`src/rtl/interboard_tx_arbiter_if.sv`:
```
// Request/transmit bundle between the requesters, the link transmitter and the arbiter.
interface interboard_tx_arbiter_if;
    logic [2:0]  req;
    logic [65:0] req_payload;
    logic        tx_done;
    logic        err_clr;
    logic        tx_start;
    logic [21:0] tx_payload;
    logic [2:0]  grant;
    logic [2:0]  req_done;
    logic        busy;
    logic        link_err;

    modport slave (
        input  req, req_payload, tx_done, err_clr,
        output tx_start, tx_payload, grant, req_done, busy, link_err
    );

    modport master (
        output req, req_payload, tx_done, err_clr,
        input  tx_start, tx_payload, grant, req_done, busy, link_err
    );
endinterface

```
`src/rtl/interboard_tx_arbiter.sv`:
```
// Arbitrates three message sources onto one inter-board link, with timeout,
// backoff and bounded retry; a sticky link_err records an abandoned message.
module interboard_tx_arbiter #(
    parameter int TIMEOUT_CYCLES = 1_000_000,
    parameter int MAX_RETRY      = 3,
    parameter int BACKOFF_CYCLES = 16
) (
    input  logic                   clk,
    input  logic                   rst,
    interboard_tx_arbiter_if.slave bus
);
    localparam int MSG_W = 22;
    localparam int TMO_W = ($clog2(TIMEOUT_CYCLES) > 20) ? $clog2(TIMEOUT_CYCLES) : 20;
    localparam int RTY_W = (MAX_RETRY > 0) ? $clog2(MAX_RETRY + 1) : 1;
    localparam int BO_W  = (BACKOFF_CYCLES > 1) ? $clog2(BACKOFF_CYCLES) : 1;

    localparam logic [TMO_W-1:0] TMO_LAST = TMO_W'(TIMEOUT_CYCLES - 1);
    localparam logic [RTY_W-1:0] RTY_MAX  = RTY_W'(MAX_RETRY);
    localparam logic [BO_W-1:0]  BO_LAST  = BO_W'((BACKOFF_CYCLES > 0) ? BACKOFF_CYCLES - 1 : 0);

    typedef enum logic [1:0] {IDLE, START, WAIT_DONE, BACKOFF} state_t;

    state_t             state;
    logic [TMO_W-1:0]   tmo_cnt;
    logic [RTY_W-1:0]   retry_cnt;
    logic [BO_W-1:0]    bo_cnt;
    logic               rr_pref2;
    logic               tx_start_r;
    logic [MSG_W-1:0]   tx_payload_r;
    logic [2:0]         grant_r;
    logic [2:0]         req_done_r;
    logic               busy_r;
    logic               link_err_r;
    logic [2:0]         win;
    logic [MSG_W-1:0]   win_payload;

    // req[0] is absolute priority; rr_pref2 breaks a 1-vs-2 tie toward the one not served last.
    always_comb begin
        win = 3'b000;
        if (bus.req[0])
            win = 3'b001;
        else if (bus.req[1] && bus.req[2])
            win = rr_pref2 ? 3'b100 : 3'b010;
        else if (bus.req[1])
            win = 3'b010;
        else if (bus.req[2])
            win = 3'b100;
    end

    always_comb begin
        win_payload = bus.req_payload[MSG_W-1:0];
        if (win[1])
            win_payload = bus.req_payload[2*MSG_W-1:MSG_W];
        else if (win[2])
            win_payload = bus.req_payload[3*MSG_W-1:2*MSG_W];
    end

    always_ff @(posedge clk or negedge rst) begin
        if (!rst) begin
            state        <= IDLE;
            tmo_cnt      <= '0;
            retry_cnt    <= '0;
            bo_cnt       <= '0;
            rr_pref2     <= 1'b0;
            tx_start_r   <= 1'b0;
            tx_payload_r <= '0;
            grant_r      <= 3'b000;
            req_done_r   <= 3'b000;
            busy_r       <= 1'b0;
            link_err_r   <= 1'b0;
        end else begin
            tx_start_r <= 1'b0;
            req_done_r <= 3'b000;
            if (bus.err_clr)
                link_err_r <= 1'b0;

            case (state)
                IDLE: begin
                    if (|bus.req) begin
                        grant_r      <= win;
                        tx_payload_r <= win_payload;
                        tx_start_r   <= 1'b1;
                        tmo_cnt      <= '0;
                        busy_r       <= 1'b1;
                        state        <= START;
                    end
                end

                // The timeout window opens with the tx_start cycle itself,
                // so START already counts as its first cycle.
                START: begin
                    tmo_cnt <= tmo_cnt + 1'b1;
                    state   <= WAIT_DONE;
                end

                WAIT_DONE: begin
                    if (bus.tx_done) begin
                        req_done_r <= grant_r;
                        grant_r    <= 3'b000;
                        retry_cnt  <= '0;
                        busy_r     <= 1'b0;
                        state      <= IDLE;
                        if (grant_r[1])
                            rr_pref2 <= 1'b1;
                        else if (grant_r[2])
                            rr_pref2 <= 1'b0;
                    end else if (tmo_cnt >= TMO_LAST) begin
                        if (retry_cnt < RTY_MAX) begin
                            bo_cnt <= '0;
                            state  <= BACKOFF;
                        end else begin
                            // Abandon the message; this set overrides a same-cycle err_clr.
                            link_err_r <= 1'b1;
                            grant_r    <= 3'b000;
                            retry_cnt  <= '0;
                            busy_r     <= 1'b0;
                            state      <= IDLE;
                        end
                    end else begin
                        tmo_cnt <= tmo_cnt + 1'b1;
                    end
                end

                BACKOFF: begin
                    if (bo_cnt >= BO_LAST) begin
                        retry_cnt  <= retry_cnt + 1'b1;
                        tx_start_r <= 1'b1;
                        tmo_cnt    <= '0;
                        state      <= START;
                    end else begin
                        bo_cnt <= bo_cnt + 1'b1;
                    end
                end

                default: begin
                    grant_r <= 3'b000;
                    busy_r  <= 1'b0;
                    state   <= IDLE;
                end
            endcase
        end
    end

    assign bus.tx_start   = tx_start_r;
    assign bus.tx_payload = tx_payload_r;
    assign bus.grant      = grant_r;
    assign bus.req_done   = req_done_r;
    assign bus.busy       = busy_r;
    assign bus.link_err   = link_err_r;
endmodule
```
`src/flat_wrapper.sv`:
```
// flat-port wrapper written by rule: the top's interface ports become plain ports
module interboard_tx_arbiter_flat 
#(
    parameter int TIMEOUT_CYCLES = 1_000_000,
    parameter int MAX_RETRY      = 3,
    parameter int BACKOFF_CYCLES = 16
)
  (clk, rst, bus_req, bus_req_payload, bus_tx_done, bus_err_clr, bus_tx_start, bus_tx_payload, bus_grant, bus_req_done, bus_busy, bus_link_err);
  interboard_tx_arbiter_if bus_i ();
  input  logic clk;
  input  logic rst;
  input wire logic [$bits(bus_i.req)-1:0] bus_req;
  input wire logic [$bits(bus_i.req_payload)-1:0] bus_req_payload;
  input wire logic [$bits(bus_i.tx_done)-1:0] bus_tx_done;
  input wire logic [$bits(bus_i.err_clr)-1:0] bus_err_clr;
  output wire logic [$bits(bus_i.tx_start)-1:0] bus_tx_start;
  output wire logic [$bits(bus_i.tx_payload)-1:0] bus_tx_payload;
  output wire logic [$bits(bus_i.grant)-1:0] bus_grant;
  output wire logic [$bits(bus_i.req_done)-1:0] bus_req_done;
  output wire logic [$bits(bus_i.busy)-1:0] bus_busy;
  output wire logic [$bits(bus_i.link_err)-1:0] bus_link_err;
  assign bus_i.req = bus_req;
  assign bus_i.req_payload = bus_req_payload;
  assign bus_i.tx_done = bus_tx_done;
  assign bus_i.err_clr = bus_err_clr;
  assign bus_tx_start = bus_i.tx_start;
  assign bus_tx_payload = bus_i.tx_payload;
  assign bus_grant = bus_i.grant;
  assign bus_req_done = bus_i.req_done;
  assign bus_busy = bus_i.busy;
  assign bus_link_err = bus_i.link_err;
  interboard_tx_arbiter #(.TIMEOUT_CYCLES(TIMEOUT_CYCLES), .MAX_RETRY(MAX_RETRY), .BACKOFF_CYCLES(BACKOFF_CYCLES)) u_core (.clk(clk), .rst(rst), .bus(bus_i));
endmodule
```
`config.mk`:
```
export PLATFORM = sky130hd
export DESIGN_NAME = interboard_tx_arbiter_flat
export DESIGN_NICKNAME = d
export VERILOG_FILES = /design/src/rtl/interboard_tx_arbiter_if.sv /design/src/rtl/interboard_tx_arbiter.sv /design/src/flat_wrapper.sv
export SDC_FILE = /design/constraint.sdc
export NUM_CORES = 1
export LEC_CHECK = 0
export CAP_MARGIN = 25
export CORE_ASPECT_RATIO = 1.75
export CORE_MARGIN = 3
export CORE_UTILIZATION = 52
export CTS_BUF_LIST = sky130_fd_sc_hd__clkbuf_4 sky130_fd_sc_hd__clkbuf_8 sky130_fd_sc_hd__clkbuf_16
export CTS_CLUSTER_DIAMETER = 50
export CTS_CLUSTER_SIZE = 10
export DETAILED_ROUTE_END_ITERATION = 16
export PLACE_DENSITY = 0.91
export SYNTH_ARGS = -nofsm -noshare
export SYNTH_HDL_FRONTEND = slang
export SYNTH_SLANG_ARGS = --single-unit
```
`constraint.sdc`:
```
create_clock -name clk -period 3.6 [get_ports clk]
set_clock_uncertainty 0.15 [all_clocks]
set_input_delay 1.08 -clock clk [delete_from_list [all_inputs] [get_ports clk]]
set_output_delay 1.08 -clock clk [all_outputs]
set_load 0.005 [all_outputs]
```
# Yosys cells after proc, flatten, opt, wreduce, memory -nomap -nowiden
# Index checks and enable logic that the tools add are counted.
[classes] reduce_logical=13 muxes=50 n_eq_ne=12 n_lt_le_gt_ge=3 addsub=3
[op_table] operator="$mux W20" n=4
[op_table] operator="$pmux W20 S4" n=1
[op_table] operator="$mux W22" n=2
[op_table] operator="$mux W3" n=11
[op_table] operator="$add A20 B1 Y20 const B" n=1
[op_table] operator="$ge A20 B20 Y1 const B" n=1
[op_table] operator="$mux W2" n=9
[op_table] operator="$mux W4" n=4
[op_table] operator="$mux W1" n=13
[op_table] operator="$reduce_and A4 Y1" n=3
[op_table] operator="$ne A2 B1 Y1 const B" n=4
[op_table] operator="$pmux W2 S4" n=1
[op_table] operator="$pmux W4 S2" n=1
[op_table] operator="$ne A2 B2 Y1 const B" n=3
[op_table] operator="$pmux W3 S2" n=1
[op_table] operator="$reduce_and A3 Y1" n=2
[op_table] operator="$reduce_bool A2 Y1" n=3
[op_table] operator="$reduce_and A5 Y1" n=1
[op_table] operator="$add A4 B1 Y4 const B" n=1
[op_table] operator="$eq A2 B2 Y1 const B" n=2
[op_table] operator="$ge A4 B4 Y1 const B" n=1
[op_table] operator="$pmux W1 S2" n=2
[op_table] operator="$pmux W2 S2" n=1
[op_table] operator="$ne A3 B2 Y1 const B" n=1
[op_table] operator="8 further kinds" n=8
[totals] out_inout_bits=31 word_cells=92 regBits=60 in_bits=73

# Logic depth before layout (Yosys ltp)
[depth] depth_word=6 depth_mapped=9

# Worst setup path before layout
# Ideal clock, no wire load.
[synth_path] kind="in2reg" start="input port bus_tx_done" end="register u_core.tmo_cnt[17]" arrival_ps=2390 path_slack_ps=973 path_stages=6 path_cell_list="clkbuf_1 -> a41o_1 -> a221oi_1 -> nand2_1 -> or3_1 -> a22oi_1"
[synth_between] elab_chain_cells=2
[synth_rtl] item="start: declaration" line_no="flat_wrapper.sv:14" rtl="input wire logic [$bits(bus_i.tx_done)-1:0] bus_tx_done;"
[synth_rtl] item="$ne A2 B2 Y1 (no source line)"
[synth_rtl] item="$reduce_and A4 Y1 (no source line)"
[synth_rtl] item="end signal: assignment" line_no="interboard_tx_arbiter.sv:92" rtl="tmo_cnt <= tmo_cnt + 1'b1;"
[synth_rtl] item="end signal: assignment" line_no="interboard_tx_arbiter.sv:120" rtl="tmo_cnt <= tmo_cnt + 1'b1;"
[synth_rtl] item="end: declaration" line_no="interboard_tx_arbiter.sv:24" rtl="logic [TMO_W-1:0] tmo_cnt;"
# No other way between the ends.
# A chain may end at the register's enable or synchronous reset.

# Worst setup path in the final report
[layout_path] start="input port bus_req[0]" end="register u_core.tmo_cnt[10]"
[layout_between] elab_chain_cells=3
[layout_rtl] item="start: declaration" line_no="flat_wrapper.sv:12" rtl="input wire logic [$bits(bus_i.req)-1:0] bus_req;"
[layout_rtl] item="$reduce_or A3 Y1" line_no="interboard_tx_arbiter.sv:79" rtl="if (|bus.req) begin"
[layout_rtl] item="$ne A2 B1 Y1 (no source line)"
[layout_rtl] item="$reduce_and A4 Y1 (no source line)"
# No other way between the ends.

==> results summary <==
The run finished with clean final reports. The number of maximum-capacitance violations came out at 0. Once detailed placement completed, the half-perimeter wirelength came to 8.28 mm.

The fraction of final layout cells with drive strength greater than 1 came out at 7.74%. The total clock buffers created by CTS is 9. The DRC violations left is 0.

Overall power consumption after layout is estimated at 0.00342 W. The synthesized design contains 60 register bits. The library cell used most frequently in the layout, excluding fill and tap cells, is clkdlybuf4s50_1. The reg-to-reg endpoint is u_core.tmo_cnt[16].

The area taken by multi-input logic gates is 0.00203 mm². The first-pass detailed-route iteration total is 5. In this run the worst path has a maximum fanout of 8.

STA classifies the critical path endpoint as a register. In this run the tightest slew margin relative to its limit is 24.4%. The clock reaches the later pin of the worst-skew pair after 0.34 ns. The count of buffers added on input and output ports is 103. Of the total power, the share spent switching nets is 36.0%.

Once placement finished, the instance area stood at 0.00482 mm². Clock tree synthesis selected as its root buffer the cell clkbuf_16. The count of inserted antenna diode cells is 0. The detailed-route wire length per cell is 20.1 µm. The warning count from the yosys run is 0. In the global route stage, overall resource usage came out at 29.4%. The clock slew at the register clock pins of the worst setup and hold paths came out at 0.05 ns. The sum of routed wire length over all layers is 11.5 mm. The floorplan has 39 rows. The sum of overflow across all layers after global routing is 0. The number of buffers on the longest clock path is 2.

The power per standard cell area came out at 670 mW/mm². The post-synthesis instance area came out at 0.00367 mm². The number of instances in the synthesized netlist is 384. The width of the chip came out at 69.5 µm. The number of clock sinks seen by CTS came out at 60. The worst reg2reg path startpoint is u_core.tmo_cnt[1]. The async set-or-reset flop fraction in the synthesized netlist is 100%. The path with the worst hold slack has its endpoint at u_core.bus.tx_payload[21]. The number of nets handed over by synthesis was 464.

At the pin with the least slew margin, the transition time is 1.12 ns. The count of cells along the worst register-to-register path came out at 6. Synthesis instantiated 57 different standard cells from the library. Setup slack on the worst reg-to-reg path comes out at 0.85 ns. The post-route minimum period came out at 2.85 ns.

The number of global-route vias before repair is 3703. The number of buffers inserted for hold repair after clock tree synthesis is 0. The arrival time at the worst endpoint came out at 2.92 ns.

The effective utilization at floorplan is 54.9%. The number of nets with antenna violations after detailed routing is 0. After routing the design area is 0.00511 mm². The synthesized area per cell came out at 9.56 µm².

The initial antenna violation count is 0. The number of flops mapped to enable cells by yosys is 0. The setup TNS came out at 0 ns.

In this run, the clock network consumes 24.6% of the power. The number of setup buffers added after CTS is 0. The fraction of the yosys area taken by sequential cells came out at 40.9%. Timing would allow up to 351 MHz.

The weighted congestion reported at the end of routability-driven placement came out at 0.922. The number of cells upsized or downsized after cts is 0. The final critical path takes up 79.1% of the cycle. After the first detailed-routing iteration, the DRC count stood at 275. After floorplanning, the core was sized to cover 0.00669 mm². The final net count came out at 566. In the final layout, flip-flops and latches occupy 0.00150 mm². The top cell types in the final layout, fill and taps aside, are clkdlybuf4s50_1, dfrtp_1, nor2_1. The count of endpoints failing hold in the final timing report is 0. The die height is 117 µm. The pin count of the biggest net entering global routing is 61. The leakage power total came out at 2.32 nW. IR analysis of the VDD net gives a maximum drop of 426 µV. Once placement completed, the tool counted placed cells totaling 557. In the routed layout, each cell is associated on average with a via count of 6.32. The cell-internal power came out at 0.00219 W. The area growth from synthesis to final layout is 39.2%. The sequential share of power came out at 30.2%. The combinational fraction of design power came out at 45.1%. Setup repair after global routing left no endpoint under its margin. In this run the most critical hold path is launched from u_core.bus.tx_payload[21]. The data required time at the worst endpoint is 3.67 ns. The type of the worst setup path is input port to register. The detailed-route via count came out at 3619. The worst setup path is launched from an input port. The count of placed standard cells in the final layout, fillers left out is 573. The number of fillers in the final layout is 461. The number of pins with negative max-slew slack in the final report is 0. The most used flip-flop cell after synthesis is dfrtp_1.

The worst hold path belongs to the class register to register. The final setup violation count came out at 0. The switching power is 0.00123 W. The global-route wire length before repair is 18.7 mm. The number of primary I/O pins is 104.

The number of stages on the worst hold path came out at 1. The number of H-tree levels came out at 3. TritonCTS built the clock tree.

The die covers 0.00815 mm².
## worst max path at each step
stage | from | end | slack (ns) | cells past startpoint
6_report | bus_req[0] | u_core.tmo_cnt[10] | 0.75 | 7
5_1_grt | bus_req[1] | u_core.tmo_cnt[15] | 0.62 | 6
4_1_cts | bus_req[1] | u_core.tmo_cnt[15] | 0.77 | 6
3_5_place_dp | bus_req[1] | u_core.tmo_cnt[15] | 0.46 | 6
3_3_place_gp | bus_req[1] | u_core.tmo_cnt[15] | 0.47 | 6
2_1_floorplan | bus_tx_done | u_core.tmo_cnt[17] | 0.97 | 6
## state kept, by name (all words and copies together), names as in the netlist
| register | flops |
|---|---|
| u_core.bo_cnt | 4 |
| u_core.bus.busy | 1 |
| u_core.bus.grant | 3 |
| u_core.bus.link_err | 1 |
| u_core.bus.req_done | 3 |
| u_core.bus.tx_payload | 22 |
| u_core.bus.tx_start | 1 |
| u_core.retry_cnt | 2 |
| u_core.rr_pref2 | 1 |
| u_core.state | 2 |
| u_core.tmo_cnt | 20 |
## per-stage QoR
step                      hold slack (ns)  utilization (%)  setup slack, ns
after floorplan                     0.319                -            0.973
after global placement              0.308             72.1            0.469
after detailed placement            0.315             72.1            0.461
after CTS                           0.326             76.5            0.773
after global routing                0.337             76.5            0.616
final                               0.323             76.5            0.752
## power by group through the flow
| stage | clock (W) | sequential, W | combinational [W] |
|---|---|---|---|
| after global routing | 0.000887 | 0.00106 | 0.00167 |
| after floorplan | 0 | 0.00103 | 0.000871 |
| final | 0.000844 | 0.00103 | 0.00155 |
| after detailed placement | 0 | 0.00104 | 0.00152 |
| after CTS | 0.000858 | 0.00103 | 0.00154 |
| after global placement | 0 | 0.00103 | 0.00147 |
## cells in the mapped netlist (4+ instances only)
cell	instances	area, µm²
a211oi_1	24	180
a21o_1	26	195
a21oi_1	12	60.1
a22o_1	4	35.0
and3_1	5	31.3
and4_1	4	35.0
clkbuf_1	20	75.1
dfrtp_1	60	1500
ha_1	7	87.6
inv_1	18	67.6
mux2i_1	28	280
nand2_1	20	75.1
nand2b_1	5	31.3
nand3_1	16	80.1
nand4_1	5	31.3
nor2_1	30	113
o211ai_1	8	60.1
o21ai_0	12	60.1
o221ai_1	6	52.6
o2bb2ai_1	8	70.1
o31ai_1	7	52.6
or3_1	5	31.3
## routing by layer
metal	wire, µm	track usage [%]	share of wire (%)
met2	6080	53.5	53
met5	0	0	0
met3	811	7.52	7.0
met4	344	13.8	3.0
met1	4290	31.9	37
## layout make-up
| class | count | area share, % |
|---|---|---|
| Clock buffer | 11 | 4.70 |
| Clock inverter | 5 | 1.03 |
| Inverter | 18 | 1.32 |
| Multi-Input combinational cell | 283 | 39.6 |
| Sequential cell | 60 | 29.4 |
| Tap cell | 82 | 2.01 |
| Timing Repair Buffer | 114 | 21.9 |
## critical path, stage by stage
cell,delay (ns)
clkdlybuf4s50_1,0.61
nor4b_1,0.09
buf_4,0.17
a21oi_1,0.16
buf_4,0.21
o211ai_2,0.21
o41ai_1,0.39
## logic make-up (layout without fill, tap and decap cells)
| logic type | Yosys count | in the layout | share of synthesized area, % |
|---|---|---|---|
| AO/OA/AOI/OAI | 137 | 137 | 28.9 |
| AND/OR/NAND/NOR | 109 | 109 | 15.4 |
| flip-flops | 60 | 60 | 40.9 |
| buffers and inverters | 41 | 148 | 4.29 |
| multiplexers | 28 | 28 | 7.63 |
| adder cells (fa/ha/maj) | 7 | 7 | 2.38 |
| XOR/XNOR | 2 | 2 | 0.477 |
Power figures use the tool's default switching activity.
